`src/rtl/nibble_mux.sv`:
```
// Board-edge 2:1 nibble selector: synchronizes the switch bank and push-button,
// debounces the button into a stable select and registers the chosen nibble onto the LEDs.
module nibble_mux #(
  parameter int SYNC_STAGES     = 2,
  parameter int DEBOUNCE_CYCLES = 4
) (
  input  logic       clk,
  input  logic       rst_n,
  input  logic [7:0] sw,
  input  logic       pba,
  output logic [3:0] led
);

  localparam int CW = (DEBOUNCE_CYCLES > 0) ? $clog2(DEBOUNCE_CYCLES + 1) : 1;

  logic [7:0]             sw_sync_q [SYNC_STAGES];
  logic [SYNC_STAGES-1:0] pba_sync_q;
  logic [7:0]             sw_s;
  logic                   pba_s;

  logic          sel_q, sel_d;
  logic [CW-1:0] cnt_q, cnt_d;
  logic [3:0]    led_q, led_d;

  // Per-stage flops keep the chain a plain shift register the tools recognise as a synchronizer.
  generate
    for (genvar gi = 0; gi < SYNC_STAGES; gi++) begin : g_sw_sync
      always_ff @(posedge clk or negedge rst_n) begin
        if (!rst_n) begin
          sw_sync_q[gi] <= '0;
        end else if (gi == 0) begin
          sw_sync_q[gi] <= sw;
        end else begin
          sw_sync_q[gi] <= sw_sync_q[(gi > 0) ? gi - 1 : 0];
        end
      end
    end
  endgenerate

  always_ff @(posedge clk or negedge rst_n) begin
    if (!rst_n) begin
      pba_sync_q <= '0;
    end else begin
      pba_sync_q <= {pba_sync_q[SYNC_STAGES-2:0], pba};
    end
  end

  assign sw_s  = sw_sync_q[SYNC_STAGES-1];
  assign pba_s = pba_sync_q[SYNC_STAGES-1];

  generate
    if (DEBOUNCE_CYCLES == 0) begin : g_no_debounce
      always_comb begin
        sel_d = pba_s;
        cnt_d = '0;
      end
    end else begin : g_debounce
      localparam logic [CW-1:0] CNT_LAST = CW'(DEBOUNCE_CYCLES - 1);
      // Any sample that agrees with the current select restarts the count.
      always_comb begin
        sel_d = sel_q;
        cnt_d = cnt_q;
        if (pba_s == sel_q) begin
          cnt_d = '0;
        end else if (cnt_q == CNT_LAST) begin
          sel_d = pba_s;
          cnt_d = '0;
        end else begin
          cnt_d = cnt_q + CW'(1);
        end
      end
    end
  endgenerate

  always_comb begin
    led_d = sel_q ? sw_s[7:4] : sw_s[3:0];
  end

  always_ff @(posedge clk or negedge rst_n) begin
    if (!rst_n) begin
      sel_q <= 1'b0;
      cnt_q <= '0;
      led_q <= '0;
    end else begin
      sel_q <= sel_d;
      cnt_q <= cnt_d;
      led_q <= led_d;
    end
  end

  assign led = led_q;

endmodule

```
`config.mk`:
```
export PLATFORM = sky130hd
export DESIGN_NAME = nibble_mux
export DESIGN_NICKNAME = d
export VERILOG_FILES = /design/src/rtl/nibble_mux.sv
export SDC_FILE = /design/constraint.sdc
export NUM_CORES = 1
export LEC_CHECK = 0
export BUFFER_PORTS_ARGS = -buffer_cell sky130_fd_sc_hd__buf_2
export CAP_MARGIN = 20
export CORE_UTILIZATION = 44
export DETAILED_ROUTE_END_ITERATION = 8
export GPL_TIMING_DRIVEN = 0
export HOLD_SLACK_MARGIN = 0.15
export PLACE_DENSITY = 0.65
export SLEW_MARGIN = 20
export SYNTH_ARGS = -nofsm -noshare
export SYNTH_HDL_FRONTEND = slang
export SYNTH_SLANG_ARGS = --single-unit
```
`constraint.sdc`:
```
create_clock -name clk -period 1.2 [get_ports clk]
set_clock_uncertainty 0.15 [all_clocks]
set_input_delay 0.12 -clock clk [delete_from_list [all_inputs] [get_ports clk]]
set_output_delay 0.12 -clock clk [all_outputs]
set_load 0.05 [all_outputs]
```
* Yosys cells after proc, flatten, opt, wreduce, memory -nomap -nowiden
Index checks and enable logic that the tools add are counted.
** Operators by class
- Eq/ne operators :: 2
- Mux-type cells :: 3
- Reduce and logical (&&, ||, !) cells :: 1
- Bitwise logic cells :: 1
- $add $sub $neg :: 1
** Operator list (count)
- 3-bit two-way mux :: 2
- 4-bit two-way mux :: 1
- 3-bit by 1-bit adder with 3-bit output (second input constant) :: 1
- 3-bit by 2-bit == test with 1-bit output (second input constant) :: 1
- 2-bit AND reduction :: 1
- 1-bit == test :: 1
- 1-bit inverter :: 1
** Word-level totals
- Input port bits :: 11
- Output and inout bits :: 4
- Flip-flop bits (word level) :: 26
- Logic and storage cells :: 14

* Logic depth before layout (Yosys ltp)
Gate-level depths: netlist (run 1).
- Word-level depth :: 3
- Mapped depth :: 3
- Mapped depth without buffers :: 3

* Least setup slack after synthesis (run 1)
No wires, ideal clock.
- Kind :: register to register
- Start point :: register cnt_q[0]
- End point :: register sel_q
- Setup slack :: -0.079 ns
- Required time :: 0.923 ns
- Clock period less this slack :: 1.279 ns
- Data arrival time :: 1.001 ns
- Cell stages (with the launch flop) :: 4
- Buffers on the path :: 0
- Setup time :: 0.127 ns
- Cell sequence :: dfrtp_1 -> ha_1 -> nor2b_4 -> mux2_1
** On the way
- Longest elaborated chain between the ends :: 2
** RTL lines
- start: declaration :: line 22 : logic [CW-1:0] cnt_q, cnt_d;
- start signal: assignment :: line 86 : cnt_q <= cnt_d;
- 3-bit by 2-bit == test with 1-bit output :: line 65 : end else if (cnt_q == CNT_LAST) begin
- 2-bit AND reduction (no line)
- end signal: assignment :: line 85 : sel_q <= sel_d;
- end: declaration :: line 21 : logic sel_q, sel_d;
No other way between the ends.
A chain may end at the register's enable or synchronous reset.

* Worst setup path in the final report (run 1)
Ends and elaborated chain as after synthesis.

==> flow_metrics.env, run 1 <==
export IMPL_placement_rows=14
export IMPL_initial_utilization_pct=49.5
export IMPL_failed_checks="setup timing"
export IMPL_timing_critical_path_required_ps=1260
export IMPL_initial_antenna_violation_count=0
export IMPL_slack_of_the_worst_reg_to_reg_path_ps=-50
export IMPL_pre_cts_slack_ps=-93.5
export IMPL_wire_per_inst_microns=10.6
export IMPL_rr_startpoint="cnt_q[0]$_DFF_PN0_"
export IMPL_cts_sinks=26
export IMPL_syn_area_sq_um=790
export IMPL_globalplace_congestion=0.559
export IMPL_drv_cap=0
export IMPL_power_leakage_uw=0.000514
export IMPL_floorplan_io_pins=15
export IMPL_drc_errors=0
export IMPL_area_growth_pct=38.4
export IMPL_grt_setup_unrepaired="true"
export IMPL_grt_pass1_vias=436
export IMPL_die_width_microns=44.4
export IMPL_fmax_mhz=798
export IMPL_post_route_worst_setup_slack_ps=-52.9
export IMPL_fp_dieArea_sq_um=1970
export IMPL_power_per_cell_area_nw_per_um2=2020
export IMPL_placement_io_buffers=14
export IMPL_worstHoldPathType="input port to asynchronous set/reset pin"
export IMPL_outcome="complete, but fails checks"
export IMPL_criticalPathCategory="flop to flop"
export IMPL_drtPass1Iterations=1
export IMPL_synthesis_yosys_warnings=0
export IMPL_mostFrequentLayoutCell="dfrtp_1"
export IMPL_rr_worst_depth=3
export IMPL_synth_net_count=50
export IMPL_setup_worst_path_end_class="flop"
export IMPL_critical_path_arrival_ps=1320
export IMPL_post_synth_num_cell_types=10
export IMPL_clock_root_buffer="clkbuf_4"
export IMPL_diodes=0
export IMPL_final_period_minus_worst_setup_slack_ps=1250
export IMPL_cts_buffers_inserted=3
export IMPL_power_ir_vdd_worst_v=0.00114
export IMPL_max_slew_worst_pin_slew_ps=523
export IMPL_route_vias_total=409
export IMPL_layout_worst_path_cycle_share_pct=104
export IMPL_detail_route_antenna_nets=0
export IMPL_layout_common_cells="dfrtp_1, dlygate4sd3_1, buf_2"
export IMPL_yosysSeqAreaShare_pct=82.4
export IMPL_die_h_microns=44.4
export IMPL_globalRouteOverflowTotal=0
export IMPL_routed_wirelength_microns=993
export IMPL_fin_worst_hold_slack_ps=160
export IMPL_cts_reportedPaths_clkPinSlew_ps=130
export IMPL_slew_viol_final=0
export IMPL_htree_levels=1
export IMPL_number_of_storage_elements_in_the_synthesis_netlist=26
export IMPL_grt_start_max_net_pins=27
export IMPL_drt_vias_per_instance=4.35
export IMPL_core_area_sq_um=1590
export IMPL_finalHoldViolCount=0
export IMPL_cts_buffer_depth=2
export IMPL_groute_usage_overall_pct=12.9
export IMPL_cts_tree="yes"
export IMPL_final_net_count=83
export IMPL_drive_above_1_share_pct=47.1
export IMPL_timing_critical_path_from_type="flop"
export IMPL_max_slew_headroom_pct=65.1
export IMPL_syn_instance_count=38
export IMPL_setup_violations=1
export IMPL_r2r_end="sel_q$_DFFE_PN0P_"
export IMPL_worst_path_max_fanout=2
export IMPL_initialDrtViolationCount=0
export IMPL_clock_insertion_delay_worst_skew_ps=310
export IMPL_synthesis_area_per_instance_sq_um=20.8
export IMPL_first_pass_grt_wire_length_microns=1670
-- cells by family (layout without fill, tap and decap cells) --
| family | Yosys count | in the layout | synth area share, % |
|---|---|---|---|
| fa+ha+maj | 1 | 1 | 1.58 |
| simple gates | 4 | 4 | 5.39 |
| mux | 5 | 5 | 7.13 |
| xor+xnor | 1 | 1 | 2.06 |
| flops | 26 | 26 | 82.4 |
| buf+inv | 1 | 33 | 1.43 |
-- what timing repair did --
| item | CTS | global route |
|---|---|---|
| endpoints found under the setup margin | 2 | 5 |
| pin swaps | 1 | 1 |
| gates resized for setup | 1 | 7 |
| hold buffers | 10 | 0 |
| endpoints found under the hold margin | 35 | 0 |
| buffers inserted | 3 | 1 |
-- registers in the layout (all words and copies together), names as in the netlist --
| register | count |
|---|---|
| led | 4 |
| sw_s | 8 |
| pba_sync_q | 2 |
| sel_q | 1 |
| sw_sync_q | 8 |
| cnt_q | 3 |
-- how the worst max path moves through the flow --
stage                       startpoint                end
floorplan           cnt_q[0]$_DFF_PN0_  sel_q$_DFFE_PN0P_
CTS                 cnt_q[0]$_DFF_PN0_  sel_q$_DFFE_PN0P_
finish              cnt_q[0]$_DFF_PN0_  sel_q$_DFFE_PN0P_
global placement    cnt_q[0]$_DFF_PN0_  sel_q$_DFFE_PN0P_
detailed placement  cnt_q[0]$_DFF_PN0_  sel_q$_DFFE_PN0P_
global route        cnt_q[0]$_DFF_PN0_  sel_q$_DFFE_PN0P_
-- layout make-up --
| cell class | count | area, sq um |
|---|---|---|
| Timing Repair Buffer | 28 | 214 |
| Multi-Input combinational cell | 11 | 134 |
| Tap cell | 24 | 30.0 |
| Clock inverter | 1 | 30.0 |
| Clock buffer | 3 | 22.5 |
| Fill cell | 106 | 502 |
| Buffer | 1 | 11.3 |
| Sequential cell | 26 | 651 |
-- synthesized netlist by cell type --
cell type | count | share of area (%)
xnor2_2 | 1 | 2.1
buf_6 | 1 | 1.4
nor3b_2 | 1 | 1.6
mux2_1 | 1 | 1.4
dfrtp_1 | 26 | 82
ha_1 | 1 | 1.6
nor2b_1 | 1 | 0.79
nor2b_4 | 1 | 1.7
nor3_2 | 1 | 1.3
mux2_2 | 4 | 5.7
-- stage by stage --
step           std cells  TNS [ps]  power [uW]  area (sq um)  util (%)
3_5_place_dp          76     -93.5        1550           896      56.2
6_report              94     -52.9        2210          1090      68.5
4_1_cts               93     -58.0        2190          1070      67.3
3_3_place_gp          76     -66.3        1520           896      56.2
2_1_floorplan         38     -42.7        1430           796         -
5_1_grt               94     -80.8        2320          1090      68.5
-- report_power, final --
part           switching, uW  leakage, uW  internal (uW)
clock network            234    0.0000279            338
registers               41.8     0.000308            987
logic                    297     0.000178            313
-- metal layers --
metal,vias to the layer above,share of wire (%),track usage [%]
met5,-,0,0
met4,0,2.4,7.27
met3,3,4.8,3.67
met2,17,57,23.5
met1,203,36,12.9
li1,186,-,-
-- critical path, cell delays in order, from the launching register on --
cell	delay (ps)
dfrtp_1	380
ha_2	180
nor2b_4	150
mux2_4	300
Power figures use the tool's default switching activity.
==> run 2: changes to the inputs <==
--- a/config.mk
+++ b/config.mk
@@ -7,11 +7,12 @@
 export LEC_CHECK = 0
 export BUFFER_PORTS_ARGS = -buffer_cell sky130_fd_sc_hd__buf_2
 export CAP_MARGIN = 20
-export CORE_UTILIZATION = 44
+export CORE_UTILIZATION = 45
 export DETAILED_ROUTE_END_ITERATION = 8
 export GPL_TIMING_DRIVEN = 0
 export HOLD_SLACK_MARGIN = 0.15
-export PLACE_DENSITY = 0.65
+export PLACE_DENSITY = 0.67
+export REMOVE_ABC_BUFFERS = 1
 export SLEW_MARGIN = 20
 export SYNTH_ARGS = -nofsm -noshare
 export SYNTH_HDL_FRONTEND = slang
==> flow_metrics.env, run 2 (synthesized netlist as in run 1, its figures left out) <==
export IMPL_outcome="complete, but fails checks"
export IMPL_failed_checks="setup timing"
export IMPL_detail_route_antenna_nets=0
export IMPL_drtPass1Iterations=5
export IMPL_drive_above_1_share_pct=45.6
export IMPL_die_width_microns=43.9
export IMPL_cts_sinks=26
export IMPL_fin_worst_hold_slack_ps=170
export IMPL_placed_cells_incl_taps=67
export IMPL_clock_root_buffer="clkbuf_4"
export IMPL_core_area_sq_um=1580
export IMPL_groute_usage_overall_pct=12.0
export IMPL_fmax_mhz=796
export IMPL_area_growth_pct=34.2
export IMPL_finalHoldViolCount=0
export IMPL_htree_levels=1
export IMPL_worst_path_max_fanout=2
export IMPL_layout_worst_path_cycle_share_pct=105
export IMPL_grt_start_max_net_pins=27
export IMPL_drv_cap=0
export IMPL_timing_critical_path_from_type="flop"
export IMPL_timing_critical_path_required_ps=1260
export IMPL_drt_vias_per_instance=4.48
export IMPL_placement_io_buffers=14
export IMPL_power_uw=2120
export IMPL_initial_antenna_violation_count=0
export IMPL_power_per_cell_area_nw_per_um2=2010
export IMPL_routed_wirelength_microns=970
export IMPL_layout_common_cells="dfrtp_1, dlygate4sd3_1, buf_2"
export IMPL_max_slew_worst_pin_slew_ps=539
export IMPL_clock_insertion_delay_worst_skew_ps=310
export IMPL_setup_worst_path_end_class="flop"
export IMPL_mostFrequentLayoutCell="dfrtp_1"
export IMPL_pre_cts_slack_ps=-111
export IMPL_initialDrtViolationCount=2
export IMPL_power_ir_vdd_worst_v=0.00134
export IMPL_fin_cells=84
export IMPL_grt_pass1_vias=380
export IMPL_power_leakage_uw=0.000501
export IMPL_worstHoldPathType="input port to asynchronous set/reset pin"
export IMPL_drc_errors=0
export IMPL_globalplace_congestion=0.714
export IMPL_criticalPathCategory="flop to flop"
export IMPL_initial_utilization_pct=50.1
export IMPL_cts_reportedPaths_clkPinSlew_ps=130
export IMPL_diodes=0
export IMPL_cts_buffers_inserted=3
export IMPL_slew_viol_final=0
export IMPL_setup_violations=1
export IMPL_critical_path_arrival_ps=1310
export IMPL_globalRouteOverflowTotal=0
export IMPL_first_pass_grt_wire_length_microns=1500
export IMPL_die_h_microns=43.9
export IMPL_route_vias_total=376
export IMPL_post_route_worst_setup_slack_ps=-55.6
export IMPL_cts_tree="yes"
export IMPL_final_net_count=81
export IMPL_fp_dieArea_sq_um=1930
export IMPL_wire_per_inst_microns=11.5
export IMPL_placement_rows=14
export IMPL_max_slew_headroom_pct=64.0
export IMPL_place_detailed_hpwl_microns=544
export IMPL_grt_setup_unrepaired="true"
export IMPL_cts_buffer_depth=2
export IMPL_slack_of_the_worst_reg_to_reg_path_ps=-60
export IMPL_final_period_minus_worst_setup_slack_ps=1260
export IMPL_fill_cells=110
export IMPL_finalCoreUtilization_pct=67.2
export IMPL_floorplan_io_pins=15
==> run 2: changes by cell type in the layout (fill, tap and decap cells not counted), sizes merged <==
cell | previous run | this run
clkbuf | 3 | 4
buf | 19 | 16
==> run 2: metrics by stage <==
step | setup TNS (ps) | cell area [sq um]
2_1_floorplan | -79.0 | 778
3_3_place_gp | -117 | 868
3_5_place_dp | -111 | 868
4_1_cts | -60.8 | 1040
5_1_grt | -97.7 | 1060
6_report | -55.6 | 1060
==> run 2: final timing paths <==
check	startpoint	to	cells past startpoint
worst max-delay path	cnt_q[0]$_DFF_PN0_	sel_q$_DFFE_PN0P_	3
worst min-delay path	rst_n	sw_s[1]$_DFF_PN0_	2
worst max register to register	cnt_q[0]$_DFF_PN0_	sel_q$_DFFE_PN0P_	3
worst min register to register	pba_sync_q[0]$_DFF_PN0_	pba_sync_q[1]$_DFF_PN0_	0
max in group asynchronous	rst_n	cnt_q[1]$_DFF_PN0_	2
min in group clk	pba_sync_q[0]$_DFF_PN0_	pba_sync_q[1]$_DFF_PN0_	0
==> run 2: area by class of cell <==
cell class | instances | area [sq um] | share of cell area [%]
multi-input combinational | 11 | 134 | 12.6
tap | 16 | 20.0 | 1.89
sequential | 26 | 651 | 61.4
timing repair buffer | 27 | 203 | 19.1
clock buffer | 3 | 22.5 | 2.13
clock inverter | 1 | 30.0 | 2.83
==> run 2: power breakdown <==
| part | switching, uW | internal, uW |
|---|---|---|
| clock network | 232 | 338 |
| registers | 72.4 | 987 |
| logic | 245 | 251 |
==> run 2: timing repair <==
item | in CTS | in global routing
resized for setup | 2 | 7
pin swaps | 1 | 1
hold buffers | 10 | 0
hold endpoints to repair | 35 | 0
buffers inserted | 2 | 1
endpoints found under the setup margin | 1 | 5
==> run 2: layer usage <==
| metal | wire length [microns] | vias up | GRT usage (%) |
|---|---|---|---|
| met2 | 496 | 15 | 20.9 |
| met5 | 0 | - | 0 |
| li1 | - | 181 | - |
| met1 | 412 | 178 | 11.7 |
| met3 | 55 | 2 | 7.50 |
| met4 | 6 | 0 | 3.64 |
==> run 2: critical path, stage by stage, from the launching register on <==
cell and delay [ps]:
dfrtp_1 400, ha_2 190, nor2b_4 130, mux2_4 290
